**src/rtl/irq_controller.sv**
```systemverilog
// Trap arbiter in front of the CSR controller: merges the exception flag with
// mie-gated, fixed-priority external interrupts and tracks handler service until mret.
module irq_controller #(
  parameter int IRQ_NUM    = 16,
  parameter int CAUSE_BASE = 16
) (
  input  logic               clk_i,
  input  logic               rst_i,
  input  logic               exception_i,
  input  logic               mret_i,
  input  logic [31:0]        mie_i,
  input  logic [IRQ_NUM-1:0] irq_req_i,
  output logic               trap_o,
  output logic [31:0]        mcause_o,
  output logic               irq_o,
  output logic [IRQ_NUM-1:0] irq_ret_o,
  output logic               busy_o
);

  localparam int ID_W = (IRQ_NUM > 1) ? $clog2(IRQ_NUM) : 1;
  localparam logic [31:0] EXC_CAUSE = 32'h0000_0002;
  localparam logic [31:0] IRQ_FLAG  = 32'h8000_0000;

  typedef enum logic [1:0] {
    IDLE    = 2'd0,
    EXC     = 2'd1,
    IRQ     = 2'd2,
    IRQ_EXC = 2'd3
  } state_t;

  state_t             state_q, state_d;
  logic [IRQ_NUM-1:0] pend_q;
  logic [ID_W-1:0]    cur_id_q;
  logic [IRQ_NUM-1:0] eligible;
  logic [IRQ_NUM-1:0] take_mask;
  logic [ID_W-1:0]    sel_id;
  logic               any_elig;
  logic               take;

  // Only the mie bits belonging to our lines matter; fold the rest away.
  logic unused_mie;
  assign unused_mie = ^mie_i;

  // Descending scan so the lowest eligible line is the one left selected.
  always_comb begin
    eligible = '0;
    any_elig = 1'b0;
    sel_id   = '0;
    for (int k = IRQ_NUM - 1; k >= 0; k--) begin
      eligible[k] = (pend_q[k] | irq_req_i[k]) & mie_i[CAUSE_BASE + k];
      if (eligible[k]) begin
        any_elig = 1'b1;
        sel_id   = ID_W'(k);
      end
    end
  end

  always_comb begin
    state_d   = state_q;
    trap_o    = 1'b0;
    irq_o     = 1'b0;
    mcause_o  = '0;
    irq_ret_o = '0;
    take      = 1'b0;
    unique case (state_q)
      IDLE: begin
        if (exception_i) begin
          trap_o   = 1'b1;
          mcause_o = EXC_CAUSE;
          state_d  = EXC;
        end else if (any_elig) begin
          trap_o   = 1'b1;
          irq_o    = 1'b1;
          mcause_o = IRQ_FLAG | (32'(CAUSE_BASE) + {{(32-ID_W){1'b0}}, sel_id});
          take     = 1'b1;
          state_d  = IRQ;
        end
      end
      EXC: begin
        if (exception_i) begin
          trap_o   = 1'b1;
          mcause_o = EXC_CAUSE;
        end else if (mret_i) begin
          state_d = IDLE;
        end
      end
      IRQ: begin
        if (exception_i) begin
          trap_o   = 1'b1;
          mcause_o = EXC_CAUSE;
          state_d  = IRQ_EXC;
        end else if (mret_i) begin
          irq_ret_o = IRQ_NUM'(1) << cur_id_q;
          state_d   = IDLE;
        end
      end
      IRQ_EXC: begin
        if (exception_i) begin
          trap_o   = 1'b1;
          mcause_o = EXC_CAUSE;
        end else if (mret_i) begin
          state_d = IRQ;
        end
      end
      default: state_d = IDLE;
    endcase
  end

  assign take_mask = take ? (IRQ_NUM'(1) << sel_id) : '0;

  // Requests are sticky; the clear for the line being taken overrides a same-cycle set.
  always_ff @(posedge clk_i) begin
    if (rst_i) begin
      state_q  <= IDLE;
      pend_q   <= '0;
      cur_id_q <= '0;
    end else begin
      state_q <= state_d;
      pend_q  <= (pend_q | irq_req_i) & ~take_mask;
      if (take) begin
        cur_id_q <= sel_id;
      end
    end
  end

  assign busy_o = (state_q != IDLE);

endmodule

```
**config.mk**
```make
export PLATFORM = sky130hd
export DESIGN_NAME = irq_controller
export DESIGN_NICKNAME = d
export VERILOG_FILES = /design/src/rtl/irq_controller.sv
export SDC_FILE = /design/constraint.sdc
export NUM_CORES = 1
export LEC_CHECK = 0
export ABC_AREA = 1
export BUFFER_PORTS_ARGS = -buffer_cell sky130_fd_sc_hd__buf_2
export CAP_MARGIN = 20
export CORE_MARGIN = 2
export CORE_UTILIZATION = 46
export CTS_CLUSTER_SIZE = 25
export DETAILED_ROUTE_END_ITERATION = 8
export PLACE_DENSITY = 0.86
export SYNTH_ARGS = -nofsm -noshare
export SYNTH_HDL_FRONTEND = slang
export SYNTH_SLANG_ARGS = --single-unit
```
**constraint.sdc**
```tcl
create_clock -name clk_i -period 3.33 [get_ports clk_i]
set_input_delay 0.1665 -clock clk_i [delete_from_list [all_inputs] [get_ports clk_i]]
set_output_delay 0.1665 -clock clk_i [all_outputs]
set_load 0.03 [all_outputs]
```
* Yosys cells after proc, flatten, opt, wreduce, memory -nomap -nowiden
Index checks and enable logic that the tools add are counted.
** Storage, ports and cells
- Flip-flop bits (word level) :: 22
- Input bits :: 52
- Output and inout port bits :: 51
- Word-level logic and storage cells :: 106
** Operators by class
- Add/sub/neg operators :: 1
- Equality and inequality tests :: 7
- Shift-type cells :: 2
- Muxes and demuxes :: 54
- Bitwise operators :: 35
- Reductions and logical operators :: 4
** Operator list (count)
- $mux W16 :: 4
- $mux W32 :: 2
- $mux W4 :: 16
- $pmux W32 S2 :: 1
- $shl A1 B4 Y16 const A :: 2
- $mux W1 :: 21
- $and A1 B1 Y1 :: 16
- $and A16 B16 Y16 :: 1
- $mux W2 :: 8
- $not A16 Y16 :: 1
- $or A1 B1 Y1 :: 16
- $or A16 B16 Y16 :: 1
- $pmux W2 S4 :: 1
- $add A5 B4 Y6 const A :: 1
- $ne A2 B2 Y1 const B :: 3
- $eq A2 B2 Y1 const B :: 2
- $reduce_and A4 Y1 :: 1
- $ne A3 B3 Y1 const B :: 1
- $reduce_or A3 Y1 :: 1
- $eq A2 B1 Y1 const B :: 1
- $logic_not A2 Y1 :: 1
- $pmux W1 S2 :: 1
- $reduce_bool A2 Y1 :: 1

* Depth between registers and ports, before layout
- Word-level depth :: 24
- Mapped depth :: 20
- Gate-level depth less buffers :: 20

* Least setup slack after synthesis
No wires, ideal clock.
- Kind :: reg2out
- From :: reg pend_q[15]
- To :: out mcause_o[1]
- Data arrival time :: 1789 ps
- Required time :: 3164 ps
- Path slack :: 1375 ps
- Stages on the path, launching flop included :: 9
- Buffers on the path :: 0
- Cells stage by stage :: dfxtp_1 -> nor2_2 -> o21ai_1 -> a31oi_1 -> nor2_1 -> o21bai_1 -> a21oi_2 -> inv_2 -> o21ai_0
** Between the ends
- Longest elaborated chain between the ends :: 22
- Elaborated cells between the ends (all ways) :: 38
- Classes of those cells :: add/sub (1); mux (35); bitwise (2)
** Ends and longest elaborated chain
- start: declaration :: RTL line 32 : logic [IRQ_NUM-1:0] pend_q;
- start signal: assignment :: RTL line 119 : pend_q <= (pend_q | irq_req_i) & ~take_mask;
- $or A1 B1 Y1 * :: RTL line 50 : eligible[k] = (pend_q[k] | irq_req_i[k]) & mie_i[CAUSE_BASE + k];
- $and A1 B1 Y1 * :: RTL line 50
- $mux W4 (16 in series) :: RTL line 51 : if (eligible[k]) begin
- $add A5 B4 Y6 :: RTL line 74 : mcause_o = IRQ_FLAG | (32'(CAUSE_BASE) + {{(32-ID_W){1'b0}}, sel_id});
- $mux W32 * :: RTL line 71 : end else if (any_elig) begin
- $mux W32 * :: RTL line 67 : if (exception_i) begin
- $pmux W32 S2 * :: RTL line 65 : unique case (state_q)
- end: declaration :: RTL line 14 : output logic [31:0] mcause_o,
Mark *: on every way between the ends. The rest lies on a longest branch, timed or not.

* Final worst setup path
Ends and elaborated chain as after synthesis.

==> impl_metrics.env <==
export IMPL_end_kind="primary output"
export IMPL_antenna_cells=0
export IMPL_fill_cells=339
export IMPL_fmax_mhz=464
export IMPL_layout_commonest_cell="buf_2"
export IMPL_finalHoldViolations=0
export IMPL_layout_drive_gt1_share_pct=33.3
export IMPL_die_w_um=63.6
export IMPL_root_buffer="clkbuf_4"
export IMPL_holdBufCountCts=0
export IMPL_setup_violations=0
export IMPL_cts_path_max_buffers=2
export IMPL_dp_hpwl_um=3000
export IMPL_initialDrtViolationCount=45
export IMPL_ys_warn_count=0
export IMPL_drt_wl_total_um=3590
export IMPL_final_antenna_net_count=0
export IMPL_port_buffers=60
export IMPL_rows=21
export IMPL_grt_pass1_vias=1537
export IMPL_route_detailed_drc=0
export IMPL_p_sw_share_pct=38.3
export IMPL_dieArea_sq_um=4040
export IMPL_skew_ns=0.00456
export IMPL_critPathMaxFanout=8
export IMPL_status="finished, final reports clean"
export IMPL_detail_route_vias_per_cell=4.74
export IMPL_drv_slew=0
export IMPL_fin_tns_setup_ns=0
export IMPL_yosysSeqAreaShare_pct=27.0
export IMPL_final_cell_mix="buf_2, nor2_1, nand2_1, conb_1, dfxtp_1"
export IMPL_core_sq_um=3360
export IMPL_avgSynthCellArea_sq_um=7.07
export IMPL_grt_total_usage_pct=18.9
export IMPL_num_nets_final=344
export IMPL_hp_class="input port to register"
export IMPL_ios=103
export IMPL_p_int_uw=416
export IMPL_htreeDepth=1
export IMPL_ys_types=30
export IMPL_clkTransAtPathRegs_ns=0.12
export IMPL_syn2layout_area_growth_pct=16.7
export IMPL_drt_pass1_iter_count=4
export IMPL_worst_setup_path_start_kind="register"
export IMPL_critPathKind="register to primary output"
export IMPL_maxCapViolCount=0
export IMPL_die_h_um=63.6
export IMPL_cts_inserted_buffers=3
export IMPL_place_congestion=0.892
export IMPL_grt_max_degree=14
export IMPL_postCtsSetupRepairBufs=0
export IMPL_antenna_found_initial=0
export IMPL_synth_area_sq_um=1630
export IMPL_period_minus_slack_ns=2.15
export IMPL_grt_remaining_overflow=0
export IMPL_p_seq_share_pct=44.4
export IMPL_routed_via_count=1596
export IMPL_syn_inst=231
export IMPL_post_route_period_util_pct=64.7
export IMPL_grt_pass1_wl_um=6280
export IMPL_power_density_nw_per_um2=354
export IMPL_vdd_drop_max_mv=0.182
export IMPL_clkSinkCount=22
export IMPL_ys_ff_latch=22
export IMPL_critPathArrivalTime_ns=1.99
export IMPL_post_drt_wl_per_cell_um=10.7
export IMPL_comb_power_share_pct=33.4
export IMPL_cts_tree="yes"
export IMPL_clk_latency_ns=0.31
export IMPL_p_leak_nw=0.979
export IMPL_fin_util_pct=56.7
export IMPL_pwr_share_clk_pct=22.2
export IMPL_initial_core_util_pct=48.6
export IMPL_crit_required_ns=3.16
export IMPL_grt_setup_unrepaired="no"
export IMPL_p_switching_uw=259
export IMPL_cts_resized=0
==> cell usage after synthesis (all sizes together) <==
cell,instances,area (sq um)
o21ai,23,228
o21bai,1,7.51
and3,1,6.26
nand3,10,55.1
nand2,39,179
inv,25,93.8
nand4,12,87.6
conb,1,3.75
o211ai,4,30.0
clkinv,1,3.75
a31oi,1,6.26
o31ai,1,7.51
dfxtp,22,440
nor2,50,205
a21oi,7,42.5
buf,29,215
o22ai,2,12.5
nor3,2,10.0
==> area by class of cell <==
| cell class | instances | area (sq um) | share of cell area (%) |
|---|---|---|---|
| inverter | 26 | 97.6 | 5.12 |
| sequential | 22 | 440 | 23.1 |
| clock buffer | 4 | 36.3 | 1.90 |
| timing repair buffer | 60 | 300 | 15.7 |
| multi-input combinational | 179 | 975 | 51.1 |
| tap | 46 | 57.6 | 3.02 |
==> per-stage QoR <==
stage,instances,power (mW),instance area (sq um),hold slack (ns),setup WS [ns]
after global routing,337,0.712,1910,0.119,0.904
after CTS,337,0.678,1910,0.0987,1.17
after detailed placement,333,0.530,1870,0.434,1.55
final,337,0.675,1910,0.102,1.18
after floorplan,256,0.495,1730,0.314,1.37
after global placement,333,0.524,1870,0.427,1.58
==> final timing paths <==
check | startpoint | end | slack (ns) | cells after the start
setup / recovery | pend_q[15] | mcause_o[1] | 1.18 | 9
hold reg to reg | cur_id_q[3] | cur_id_q[3] | 0.49 | 2
hold / removal | irq_req_i[10] | pend_q[10] | 0.10 | 3
setup reg to reg | pend_q[14] | pend_q[9] | 1.62 | 18
==> registers in the layout, summed over array words and instances (netlist names) <==
| register | flops |
|---|---|
| cur_id_q | 4 |
| pend_q | 16 |
| state_q | 2 |
==> metal layers <==
layer  up-vias  wire [um]  part of all wire [%]  track usage [%]
met3         9        270                   7.5             3.57
met1       704       1540                    43             22.1
met2        58       1710                    48             34.5
met5         -          0                     0                0
li1        825          -                     -                -
met4         0         70                   1.9             5.71
==> power by group through the flow <==
stage	clock network (mW)	registers [mW]	logic (mW)
floorplan	0	0.302	0.193
global placement	0	0.304	0.220
detailed placement	0	0.305	0.225
CTS	0.153	0.299	0.225
global route	0.159	0.302	0.250
finish	0.150	0.299	0.225
==> worst max-delay path: stages, from the launching register on <==
cell and delay [ns]:
dfxtp_1 0.35, nor2_2 0.05, o21ai_1 0.16, a31oi_1 0.10, nor2_1 0.11, o21bai_1 0.09, a21oi_2 0.30, inv_2 0.15
o21ai_0 0.15, buf_2 0.21
==> logic make-up after synthesis <==
family,after synthesis,share of synthesized area (%)
AND/OR/NAND/NOR,114,33.2
buffers and inverters,55,19.1
AO/OA/AOI/OAI,39,20.4
flip-flops,22,27.0
other,1,0.229
Power figures use the tool's default switching activity.
